<file path="config.mk">
export PLATFORM = sky130hd
export DESIGN_NAME = gpu_draw_line_stream_flat
export DESIGN_NICKNAME = d
export VERILOG_FILES = /design/src/rtl/gpu_draw_line_stream_if.sv /design/src/rtl/gpu_draw_line_stream.sv /design/src/flat_wrapper.sv
export SDC_FILE = /design/constraint.sdc
export NUM_CORES = 1
export LEC_CHECK = 0
export ABC_CLOCK_PERIOD_IN_PS = 11800
export BUFFER_PORTS_ARGS = -buffer_cell sky130_fd_sc_hd__buf_2
export CAP_MARGIN = 20
export CORE_ASPECT_RATIO = 1.75
export CORE_UTILIZATION = 50
export CTS_CLUSTER_DIAMETER = 200
export DETAILED_ROUTE_END_ITERATION = 12
export PLACE_DENSITY = 0.78
export SETUP_SLACK_MARGIN = 0.3
export SLEW_MARGIN = 20
export SYNTH_ARGS = -nofsm -noshare
export SYNTH_HDL_FRONTEND = slang
export SYNTH_SLANG_ARGS = --single-unit
</file>
<file path="constraint.sdc">
create_clock -name clk -period 11.8 [get_ports clk]
set_input_delay 1.18 -clock clk [delete_from_list [all_inputs] [get_ports clk]]
set_output_delay 1.18 -clock clk [all_outputs]
set_load 0.02 [all_outputs]
</file>
<file path="src/rtl/gpu_draw_line_stream_if.sv">
// Command and pixel-stream bundle for the Bresenham line rasteriser.
// The master side issues line commands and consumes pixels; the slave side is the rasteriser.
interface gpu_draw_line_stream_if #(
  parameter int WIDTH_BITS   = 10,
  parameter int HEIGHT_BITS  = 9,
  parameter int CHANNEL_BITS = 8
);
  logic                    start;
  logic                    abort;
  logic                    skip_last;
  logic [WIDTH_BITS-1:0]   x1;
  logic [HEIGHT_BITS-1:0]  y1;
  logic [WIDTH_BITS-1:0]   x2;
  logic [HEIGHT_BITS-1:0]  y2;
  logic [CHANNEL_BITS-1:0] r_i;
  logic [CHANNEL_BITS-1:0] g_i;
  logic [CHANNEL_BITS-1:0] b_i;
  logic                    px_ready;
  logic                    px_valid;
  logic [WIDTH_BITS-1:0]   X;
  logic [HEIGHT_BITS-1:0]  Y;
  logic [CHANNEL_BITS-1:0] r_o;
  logic [CHANNEL_BITS-1:0] g_o;
  logic [CHANNEL_BITS-1:0] b_o;
  logic                    busy;
  logic                    done;

  modport master (
    output start, abort, skip_last, x1, y1, x2, y2, r_i, g_i, b_i, px_ready,
    input  px_valid, X, Y, r_o, g_o, b_o, busy, done
  );

  modport slave (
    input  start, abort, skip_last, x1, y1, x2, y2, r_i, g_i, b_i, px_ready,
    output px_valid, X, Y, r_o, g_o, b_o, busy, done
  );
endinterface

</file>
<file path="src/rtl/gpu_draw_line_stream.sv">
// Bresenham line rasteriser: latches a line command and streams one pixel per
// valid/ready handshake, with endpoint suppression, abort and a done pulse.
module gpu_draw_line_stream #(
  parameter int WIDTH_BITS   = 10,
  parameter int HEIGHT_BITS  = 9,
  parameter int CHANNEL_BITS = 8
) (
  input logic                   clk,
  input logic                   n_rst,
  gpu_draw_line_stream_if.slave bus
);

  localparam int AW = ((WIDTH_BITS > HEIGHT_BITS) ? WIDTH_BITS : HEIGHT_BITS) + 2;
  localparam logic signed [AW-1:0] ZERO = '0;

  typedef enum logic [1:0] {IDLE, LOAD, DRAW, FINISH} state_t;

  state_t                  state;
  logic [WIDTH_BITS-1:0]   x1_l, x2_l, x_q, x_step;
  logic [HEIGHT_BITS-1:0]  y1_l, y2_l, y_q, y_step;
  logic [CHANNEL_BITS-1:0] r_q, g_q, b_q;
  logic                    skip_l, sx_neg, sy_neg;
  logic                    px_valid_q, busy_q, done_q;
  logic signed [AW-1:0]    dx, dy, err, e2, err_step;
  logic signed [AW-1:0]    x1_e, x2_e, y1_e, y2_e;
  logic                    step_x, step_y, at_end, step_at_end, xfer;

  function automatic logic signed [AW-1:0] abs_diff(input logic signed [AW-1:0] a,
                                                    input logic signed [AW-1:0] b);
    logic signed [AW-1:0] d;
    d = a - b;
    return (d < ZERO) ? -d : d;
  endfunction

  assign x1_e = $signed({{(AW-WIDTH_BITS){1'b0}}, x1_l});
  assign x2_e = $signed({{(AW-WIDTH_BITS){1'b0}}, x2_l});
  assign y1_e = $signed({{(AW-HEIGHT_BITS){1'b0}}, y1_l});
  assign y2_e = $signed({{(AW-HEIGHT_BITS){1'b0}}, y2_l});

  // Both axis decisions use e2 from the pre-update error term.
  always_comb begin
    e2          = err <<< 1;
    step_x      = (e2 >= dy);
    step_y      = (e2 <= dx);
    err_step    = err + (step_x ? dy : ZERO) + (step_y ? dx : ZERO);
    x_step      = x_q;
    y_step      = y_q;
    if (step_x) x_step = sx_neg ? (x_q - 1'b1) : (x_q + 1'b1);
    if (step_y) y_step = sy_neg ? (y_q - 1'b1) : (y_q + 1'b1);
    at_end      = (x_q == x2_l) && (y_q == y2_l);
    step_at_end = (x_step == x2_l) && (y_step == y2_l);
    xfer        = px_valid_q && bus.px_ready;
  end

  always_ff @(posedge clk) begin
    if (!n_rst) begin
      state      <= IDLE;
      px_valid_q <= 1'b0;
      busy_q     <= 1'b0;
      done_q     <= 1'b0;
      x_q        <= '0;
      y_q        <= '0;
      r_q        <= '0;
      g_q        <= '0;
      b_q        <= '0;
      x1_l       <= '0;
      y1_l       <= '0;
      x2_l       <= '0;
      y2_l       <= '0;
      skip_l     <= 1'b0;
      sx_neg     <= 1'b0;
      sy_neg     <= 1'b0;
      dx         <= ZERO;
      dy         <= ZERO;
      err        <= ZERO;
    end else begin
      done_q <= 1'b0;
      case (state)
        IDLE: begin
          if (bus.start) begin
            x1_l   <= bus.x1;
            y1_l   <= bus.y1;
            x2_l   <= bus.x2;
            y2_l   <= bus.y2;
            r_q    <= bus.r_i;
            g_q    <= bus.g_i;
            b_q    <= bus.b_i;
            skip_l <= bus.skip_last;
            busy_q <= 1'b1;
            state  <= LOAD;
          end
        end
        LOAD: begin
          if (bus.abort) begin
            busy_q <= 1'b0;
            state  <= IDLE;
          end else begin
            dx     <= abs_diff(x2_e, x1_e);
            dy     <= -abs_diff(y2_e, y1_e);
            err    <= abs_diff(x2_e, x1_e) - abs_diff(y2_e, y1_e);
            sx_neg <= !(x1_l < x2_l);
            sy_neg <= !(y1_l < y2_l);
            x_q    <= x1_l;
            y_q    <= y1_l;
            // A suppressed endpoint on a zero-length line leaves nothing to draw.
            if (skip_l && (x1_l == x2_l) && (y1_l == y2_l)) begin
              busy_q <= 1'b0;
              done_q <= 1'b1;
              state  <= FINISH;
            end else begin
              px_valid_q <= 1'b1;
              state      <= DRAW;
            end
          end
        end
        DRAW: begin
          if (bus.abort) begin
            px_valid_q <= 1'b0;
            busy_q     <= 1'b0;
            state      <= IDLE;
          end else if (xfer) begin
            if (at_end) begin
              px_valid_q <= 1'b0;
              busy_q     <= 1'b0;
              done_q     <= 1'b1;
              state      <= FINISH;
            end else begin
              err <= err_step;
              x_q <= x_step;
              y_q <= y_step;
              if (skip_l && step_at_end) begin
                px_valid_q <= 1'b0;
                busy_q     <= 1'b0;
                done_q     <= 1'b1;
                state      <= FINISH;
              end
            end
          end
        end
        FINISH: state <= IDLE;
        default: state <= IDLE;
      endcase
    end
  end

  assign bus.px_valid = px_valid_q;
  assign bus.X        = x_q;
  assign bus.Y        = y_q;
  assign bus.r_o      = r_q;
  assign bus.g_o      = g_q;
  assign bus.b_o      = b_q;
  assign bus.busy     = busy_q;
  assign bus.done     = done_q;

endmodule

</file>
<file path="src/flat_wrapper.sv">
// flat-port wrapper written by rule: the top's interface ports become plain ports
module gpu_draw_line_stream_flat 
#(
  parameter int WIDTH_BITS   = 10,
  parameter int HEIGHT_BITS  = 9,
  parameter int CHANNEL_BITS = 8
)
  (clk, n_rst, bus_start, bus_abort, bus_skip_last, bus_x1, bus_y1, bus_x2, bus_y2, bus_r_i, bus_g_i, bus_b_i, bus_px_ready, bus_px_valid, bus_X, bus_Y, bus_r_o, bus_g_o, bus_b_o, bus_busy, bus_done);
  gpu_draw_line_stream_if #(.WIDTH_BITS(WIDTH_BITS), .HEIGHT_BITS(HEIGHT_BITS), .CHANNEL_BITS(CHANNEL_BITS)) bus_i ();
  input logic clk;
  input logic n_rst;
  input wire logic [$bits(bus_i.start)-1:0] bus_start;
  input wire logic [$bits(bus_i.abort)-1:0] bus_abort;
  input wire logic [$bits(bus_i.skip_last)-1:0] bus_skip_last;
  input wire logic [$bits(bus_i.x1)-1:0] bus_x1;
  input wire logic [$bits(bus_i.y1)-1:0] bus_y1;
  input wire logic [$bits(bus_i.x2)-1:0] bus_x2;
  input wire logic [$bits(bus_i.y2)-1:0] bus_y2;
  input wire logic [$bits(bus_i.r_i)-1:0] bus_r_i;
  input wire logic [$bits(bus_i.g_i)-1:0] bus_g_i;
  input wire logic [$bits(bus_i.b_i)-1:0] bus_b_i;
  input wire logic [$bits(bus_i.px_ready)-1:0] bus_px_ready;
  output wire logic [$bits(bus_i.px_valid)-1:0] bus_px_valid;
  output wire logic [$bits(bus_i.X)-1:0] bus_X;
  output wire logic [$bits(bus_i.Y)-1:0] bus_Y;
  output wire logic [$bits(bus_i.r_o)-1:0] bus_r_o;
  output wire logic [$bits(bus_i.g_o)-1:0] bus_g_o;
  output wire logic [$bits(bus_i.b_o)-1:0] bus_b_o;
  output wire logic [$bits(bus_i.busy)-1:0] bus_busy;
  output wire logic [$bits(bus_i.done)-1:0] bus_done;
  assign bus_i.start = bus_start;
  assign bus_i.abort = bus_abort;
  assign bus_i.skip_last = bus_skip_last;
  assign bus_i.x1 = bus_x1;
  assign bus_i.y1 = bus_y1;
  assign bus_i.x2 = bus_x2;
  assign bus_i.y2 = bus_y2;
  assign bus_i.r_i = bus_r_i;
  assign bus_i.g_i = bus_g_i;
  assign bus_i.b_i = bus_b_i;
  assign bus_i.px_ready = bus_px_ready;
  assign bus_px_valid = bus_i.px_valid;
  assign bus_X = bus_i.X;
  assign bus_Y = bus_i.Y;
  assign bus_r_o = bus_i.r_o;
  assign bus_g_o = bus_i.g_o;
  assign bus_b_o = bus_i.b_o;
  assign bus_busy = bus_i.busy;
  assign bus_done = bus_i.done;
  gpu_draw_line_stream #(.WIDTH_BITS(WIDTH_BITS), .HEIGHT_BITS(HEIGHT_BITS), .CHANNEL_BITS(CHANNEL_BITS)) u_core (.clk(clk), .n_rst(n_rst), .bus(bus_i));
endmodule
</file>
## Yosys cells after proc, flatten, opt, wreduce, memory -nomap -nowiden

Cells that the tools add are included.

| word-level totals | value |
|---|---|
| bits of input ports | 68 |
| register bits | 125 |
| output and inout port bits | 46 |
| logic and storage cells | 122 |

| operators by class | value |
|---|---|
| $lt $le $gt $ge | 6 |
| add/sub/neg operators | 12 |
| muxes and demuxes | 49 |
| equal/unequal tests | 18 |
| reduce and logical (&&, ||, !) cells | 17 |
| bitwise gates (word level) | 1 |

Operator list:

| operator | number |
|---|---|
| $mux 12 | 8 |
| $mux 10 | 6 |
| $mux 9 | 6 |
| $neg 12->12 | 3 |
| $eq 10x10->1 | 3 |
| $eq 9x9->1 | 3 |
| $add 12x12->12 | 2 |
| $lt 12x1->1 const B | 2 |
| $pmux 12 s2 | 1 |
| $pmux 10 s2 | 1 |
| $pmux 9 s2 | 1 |
| $mux 1 | 16 |
| $reduce_and 5->1 | 3 |
| $ge 12x12->1 | 1 |
| $le 12x12->1 | 1 |
| $mux 2 | 6 |
| $sub 12x12->12 | 1 |
| $sub 10x10->11 | 1 |
| $add 10x1->10 const B | 1 |
| $lt 10x10->1 | 1 |
| $ne 2x2->1 const B | 5 |
| $sub 10x1->10 const B | 1 |
| $sub 9x9->10 | 1 |
| $add 9x1->9 const B | 1 |
| 18 further kinds | 28 |

## Longest topological paths before layout

| depth | value |
|---|---|
| word-level depth | 11 |
| depth in mapped cells | 24 |
| depth with buffers taken out | 23 |

## Worst setup path before layout

Ideal clock, no wire load.

| timing | value |
|---|---|
| kind | register -> register |
| from | register u_core.x2_l[0] |
| to | register u_core.err[9] |
| data arrival time | 4.547 ns |
| setup slack | 7.120 ns |
| library setup time | 0.133 ns |
| cell stages (with the launch flop) | 23 |
| path buffers | 0 |
| path through | dfxtp_1 inv_1 ha_1 inv_1 fa_1 a21o_1 a21oi_1 o21bai_1 a211oi_1 o31ai_1 mux2i_1 inv_1 ha_1 nor2b_1 o21ai_0 a21oi_1 o21ai_0 a21oi_1 o21a_1 o211a_1 or4b_2 o221ai_1 a21oi_1 |

| between the ends | value |
|---|---|
| word-level cells in the longest chain between the ends | 6 |
| elaborated cells on any way between the ends | 11 |
| those cells by class | add/sub (3); order compare (1); eq/ne (2); mux (3); reduce/logical (2) |

RTL lines:

| what | RTL line | RTL |
|---|---|---|
| from (decl) | gpu_draw_line_stream.sv:19 | `logic [WIDTH_BITS-1:0] x1_l, x2_l, x_q, x_step;` |
| from (signal assigned) | gpu_draw_line_stream.sv:83 | `x2_l <= bus.x2;` |
| $sub 10x10->11 | gpu_draw_line_stream.sv:31 | `d = a - b;` |
| $neg 12->12 or $lt 12x1->1 (tied branches) | gpu_draw_line_stream.sv:32 | `return (d < ZERO) ? -d : d;` |
| $mux 12 | gpu_draw_line_stream.sv:32 |  |
| $sub 12x12->12 | gpu_draw_line_stream.sv:100 | `err <= abs_diff(x2_e, x1_e) - abs_diff(y2_e, y1_e);` |
| $mux 12 | gpu_draw_line_stream.sv:94 | `if (bus.abort) begin` |
| $pmux 12 s2 | gpu_draw_line_stream.sv:78 | `case (state)` |
| to (signal assigned) | gpu_draw_line_stream.sv:100 |  |
| to (signal assigned) | gpu_draw_line_stream.sv:128 | `err <= err_step;` |
| to (decl) | gpu_draw_line_stream.sv:24 | `logic signed [AW-1:0] dx, dy, err, e2, err_step;` |

Several ways; a longest one is shown, not always the timed one. The select of a mux whose other input is x is not followed.
A chain may end at the register's enable or synchronous reset.

## Final worst setup path

Same ends and word-level chain as after synthesis.

==> flow_summary_export.csv <==
group,metric,value,unit
finish,instances_no_fill,1609,
power_and_ir_drop,power.switching,1.09,mW
clock_tree,htree_levels,4,
global_routing,grt_pass1_wl,47300,um
finish,antennaDiodeCount,0,
critical_path,worst-path-max-fanout,10,
critical_path,r2r.worst_path.cells,22,
finish,n_fill_cell,1798,
global_routing,grt_pass1_vias,9531,
place,dpl.hpwl,22300,um
critical_path,end_kind,"flip-flop",
finish,area.sequential,0.00248,mm^2
routing,viasPerCell,5.97,
place,dp.cells,1577,
routing,drtAntennaViolNets,0,
yosys,yosysUniqueCellTypes,82,
sta,fin_crit_sh,43.6,%
clock_tree,numClockSinks,124,
routing,num_vias,9601,
critical_path,critPathRequiredTime,12.10,ns
global_routing,grt_use_total,31.1,%
critical_path,slowest_stage,"or4b_2",
yosys,netlist_instances,1270,
worst_hold_path,holdPathStages,2,
critical_path,path_cells,"inv_1 > ha_1 > inv_1 > fa_1 > a21o_1 > a21oi_1 > o21bai_1 > a211oi_1 > o31ai_2 > mux2i_1 > inv_1 > ha_1 > nor2b_1 > o21ai_0 > a21oi_1 > o21ai_0 > a21oi_1 > o21a_1 > o211a_1 > or4b_2 > o221ai_1 > a21oi_1",
sta,finalClockSkew,0.00765,ns
global_routing,grt_max_degree,64,
sta,min_period,5.15,ns
finish,multi_input_area,0.00649,mm^2
yosys,syn-num-nets,1437,
yosys,ys_seq_area_share,25.8,%
yosys,async_reset_ff_share,0,%
place,gp_congestion,0.954,
sta,rsz0062_at_grt,"false",
sta,setup_viol,0,
critical_path,crit_path_end,"u_core.err[9]",
finish,finalInstanceArea,0.0109,mm^2
clock_tree,ctsHoldBuffers,0,
die,fp.dieW,107,um
finish,area_growth,13.9,%
clock_tree,cts_buffer_depth,2,
finish,final_cell_mix,"197 x nand2_1, 138 x a21oi_1, 124 x dfxtp_1, 115 x inv_1, 113 x buf_2",
critical_path,cp-start-kind,"flip-flop",
critical_path,timing.reg2reg.setup_slack,6.65,ns
finish,drive_above_1_share,13.3,%
critical_path,r2r-start,"u_core.x2_l[0]",
global_routing,antenna_found_initial,0,
yosys,syn-cell-area,0.00961,mm^2
place,placed_area,0.0103,mm^2
sta,slew_violations,0,
place,port_buffers,113,
sta,setup_slack,6.65,ns
power_and_ir_drop,netSwitchingFraction,45.8,%
die,ios,114,
power_and_ir_drop,p_leak,4.77,nW
clock_tree,path_clk_slew,0.06,ns
critical_path,r2r_end,"u_core.err[9]",
clock_tree,cts_tree,"yes",
routing,wirelength,29500,um
routing,avgRoutedWirePerCell,18.3,um
critical_path,crit_path_frequent_cell,"a21oi_1",
power_and_ir_drop,p_int,1.29,mW
sta,slew_headroom,31.6,%
yosys,synth_ff_type,"dfxtp_1",
sta,max_freq,194,MHz
critical_path,cp_slowest_stage_delay,0.60,ns
global_routing,grt_overflow,0,
yosys,synth-edff-count,0,
critical_path,cp.arrival,5.45,ns
place,place_ws,6.44,ns
power_and_ir_drop,power_frac_seq,22.1,%
yosys,synth_area_per_cell,7.56,um^2
clock_tree,clk_latency,0.43,ns
worst_hold_path,hold_class,"flip-flop to flip-flop",
clock_tree,cts_resized,0,
status,status,"complete, no violations",
die,core,0.0187,mm^2
yosys,ys_ff_latch,124,
clock_tree,cts_root_buf,"clkbuf_16",
routing,drc_errors,0,
die,dieArea,0.0198,mm^2
critical_path,worstSetupPathType,"flip-flop to flip-flop",
die,die_h,185,um
sta,tns,0,ns
sta,finalHoldViolCount,0,
finish,final_common_cell,"nand2_1",
power_and_ir_drop,power.density,217,mW/mm^2
routing,drt_iter0_markers,405,
die,row_count,66,
power_and_ir_drop,p_clk_share,22.3,%
power_and_ir_drop,peakVddDrop,0.132,mV
finish,final_nets,1525,
job,drv_cap,0,
critical_path,critPathLaunch,"u_core.x2_l[0]",
sta,worst_slew_pin_slew,1.03,ns
die,start_util,51.5,%
clock_tree,post_cts_buffers,0,
power_and_ir_drop,pwr-share-comb,55.5,%
routing,dr.pass1.iters,5,
yosys,yosys_warnings,0,
clock_tree,cts_buffers,17,
==> cells by family (layout without fill, tap and decap cells) <==
| logic type | Yosys count | in the layout | share of synthesized area [%] |
|---|---|---|---|
| and+or+nand+nor | 426 | 426 | 20.4 |
| xor gates and xnor gates | 77 | 77 | 7.24 |
| adders and majority gates | 99 | 99 | 14.1 |
| DFF | 124 | 124 | 25.8 |
| muxes | 10 | 10 | 1.07 |
| AOI/OAI and AO/OA | 363 | 363 | 24.6 |
| buffers and inverters | 171 | 272 | 6.72 |
==> per-layer routing <==
metal | vias to the layer above | GRT usage [%] | part of all wire (%)
met5 | - | 0 | 0
met4 | 0 | 27.6 | 8.9
met3 | 137 | 5.10 | 4.3
met2 | 330 | 54.3 | 49
met1 | 4516 | 31.4 | 37
li1 | 4618 | - | -
==> metrics by stage <==
step	util (%)	hold WS, ns	total power, mW
2_1_floorplan	-	0.428	1.48
3_3_place_gp	55.4	0.438	1.80
3_5_place_dp	55.4	0.444	1.83
4_1_cts	58.6	0.453	2.37
5_1_grt	58.6	0.467	2.54
6_report	58.6	0.452	2.38
==> power groups by stage <==
stage / sequential [mW] / clock, mW / combinational [mW]
2_1_floorplan: 0.528 / 0 / 0.953
3_3_place_gp: 0.532 / 0 / 1.27
3_5_place_dp: 0.534 / 0 / 1.29
4_1_cts: 0.525 / 0.537 / 1.31
5_1_grt: 0.531 / 0.553 / 1.46
6_report: 0.526 / 0.531 / 1.32
==> flip-flops by register name, summed over array words and instances, names as in the netlist <==
signal,count
u_core.bus.X,10
u_core.bus.Y,9
u_core.bus.b_o,8
u_core.bus.busy,1
u_core.bus.done,1
u_core.bus.g_o,8
u_core.bus.px_valid,1
u_core.bus.r_o,8
u_core.dx,12
u_core.dy,12
u_core.err,11
u_core.skip_l,1
u_core.state,2
u_core.sx_neg,1
u_core.sy_neg,1
u_core.x1_l,10
u_core.x2_l,10
u_core.y1_l,9
u_core.y2_l,9
==> worst min-delay path by stage <==
stage,end,slack (ns),startpoint
2_1_floorplan,u_core.dx[11],0.43,u_core.dx[11]
3_3_place_gp,u_core.bus.r_o[0],0.44,u_core.bus.r_o[0]
3_5_place_dp,u_core.bus.g_o[1],0.44,u_core.bus.g_o[1]
4_1_cts,u_core.bus.g_o[1],0.45,u_core.bus.g_o[1]
5_1_grt,u_core.bus.g_o[1],0.47,u_core.bus.g_o[1]
6_report,u_core.bus.r_o[3],0.45,u_core.bus.r_o[3]
==> critical path, delay by kind of cell, from the launching register on <==
kind / cells / cell delay [ns]
AOI/OAI and AO/OA: 13 / 2.38
adders and majority gates: 3 / 0.92
buffers and inverters: 3 / 0.22
DFF: 1 / 0.33
muxes: 1 / 0.42
and+or+nand+nor: 2 / 0.72
==> area by class of cell <==
type	instances	share of cell area [%]
multi-input combinational	975	59.3
sequential	124	22.7
timing repair buffer	123	5.86
inverter	117	4.03
clock buffer	17	3.89
tap	238	2.72
clock inverter	15	1.50
==> cell usage after synthesis (7+ instances only) <==
| cell | count | area (um^2) |
|---|---|---|
| a21oi_1 | 138 | 691 |
| and2_1 | 8 | 50.1 |
| o21a_1 | 15 | 113 |
| a31oi_1 | 9 | 56.3 |
| or2_2 | 7 | 43.8 |
| nand3_1 | 15 | 75.1 |
| o22ai_1 | 9 | 56.3 |
| dfxtp_1 | 124 | 2480 |
| o21ai_0 | 56 | 280 |
| fa_1 | 16 | 320 |
| nor3_1 | 27 | 135 |
| mux2i_1 | 8 | 80.1 |
| inv_1 | 115 | 432 |
| or3_1 | 14 | 87.6 |
| a211oi_1 | 21 | 158 |
| a221oi_1 | 7 | 61.3 |
| nor2_1 | 80 | 300 |
| nor2b_1 | 14 | 87.6 |
| clkbuf_1 | 47 | 176 |
| nand2_1 | 198 | 743 |
| nor4_1 | 8 | 50.1 |
| ha_1 | 83 | 1040 |
| nand2b_1 | 16 | 100 |
| nand4_1 | 12 | 75.1 |
| o21ai_1 | 7 | 35.0 |
| and3_1 | 8 | 50.1 |
| xnor2_1 | 46 | 403 |
| xor2_1 | 29 | 254 |
| o211ai_1 | 7 | 52.6 |
| a21o_1 | 14 | 105 |
No activity file was read; power rests on OpenSTA's default activity.
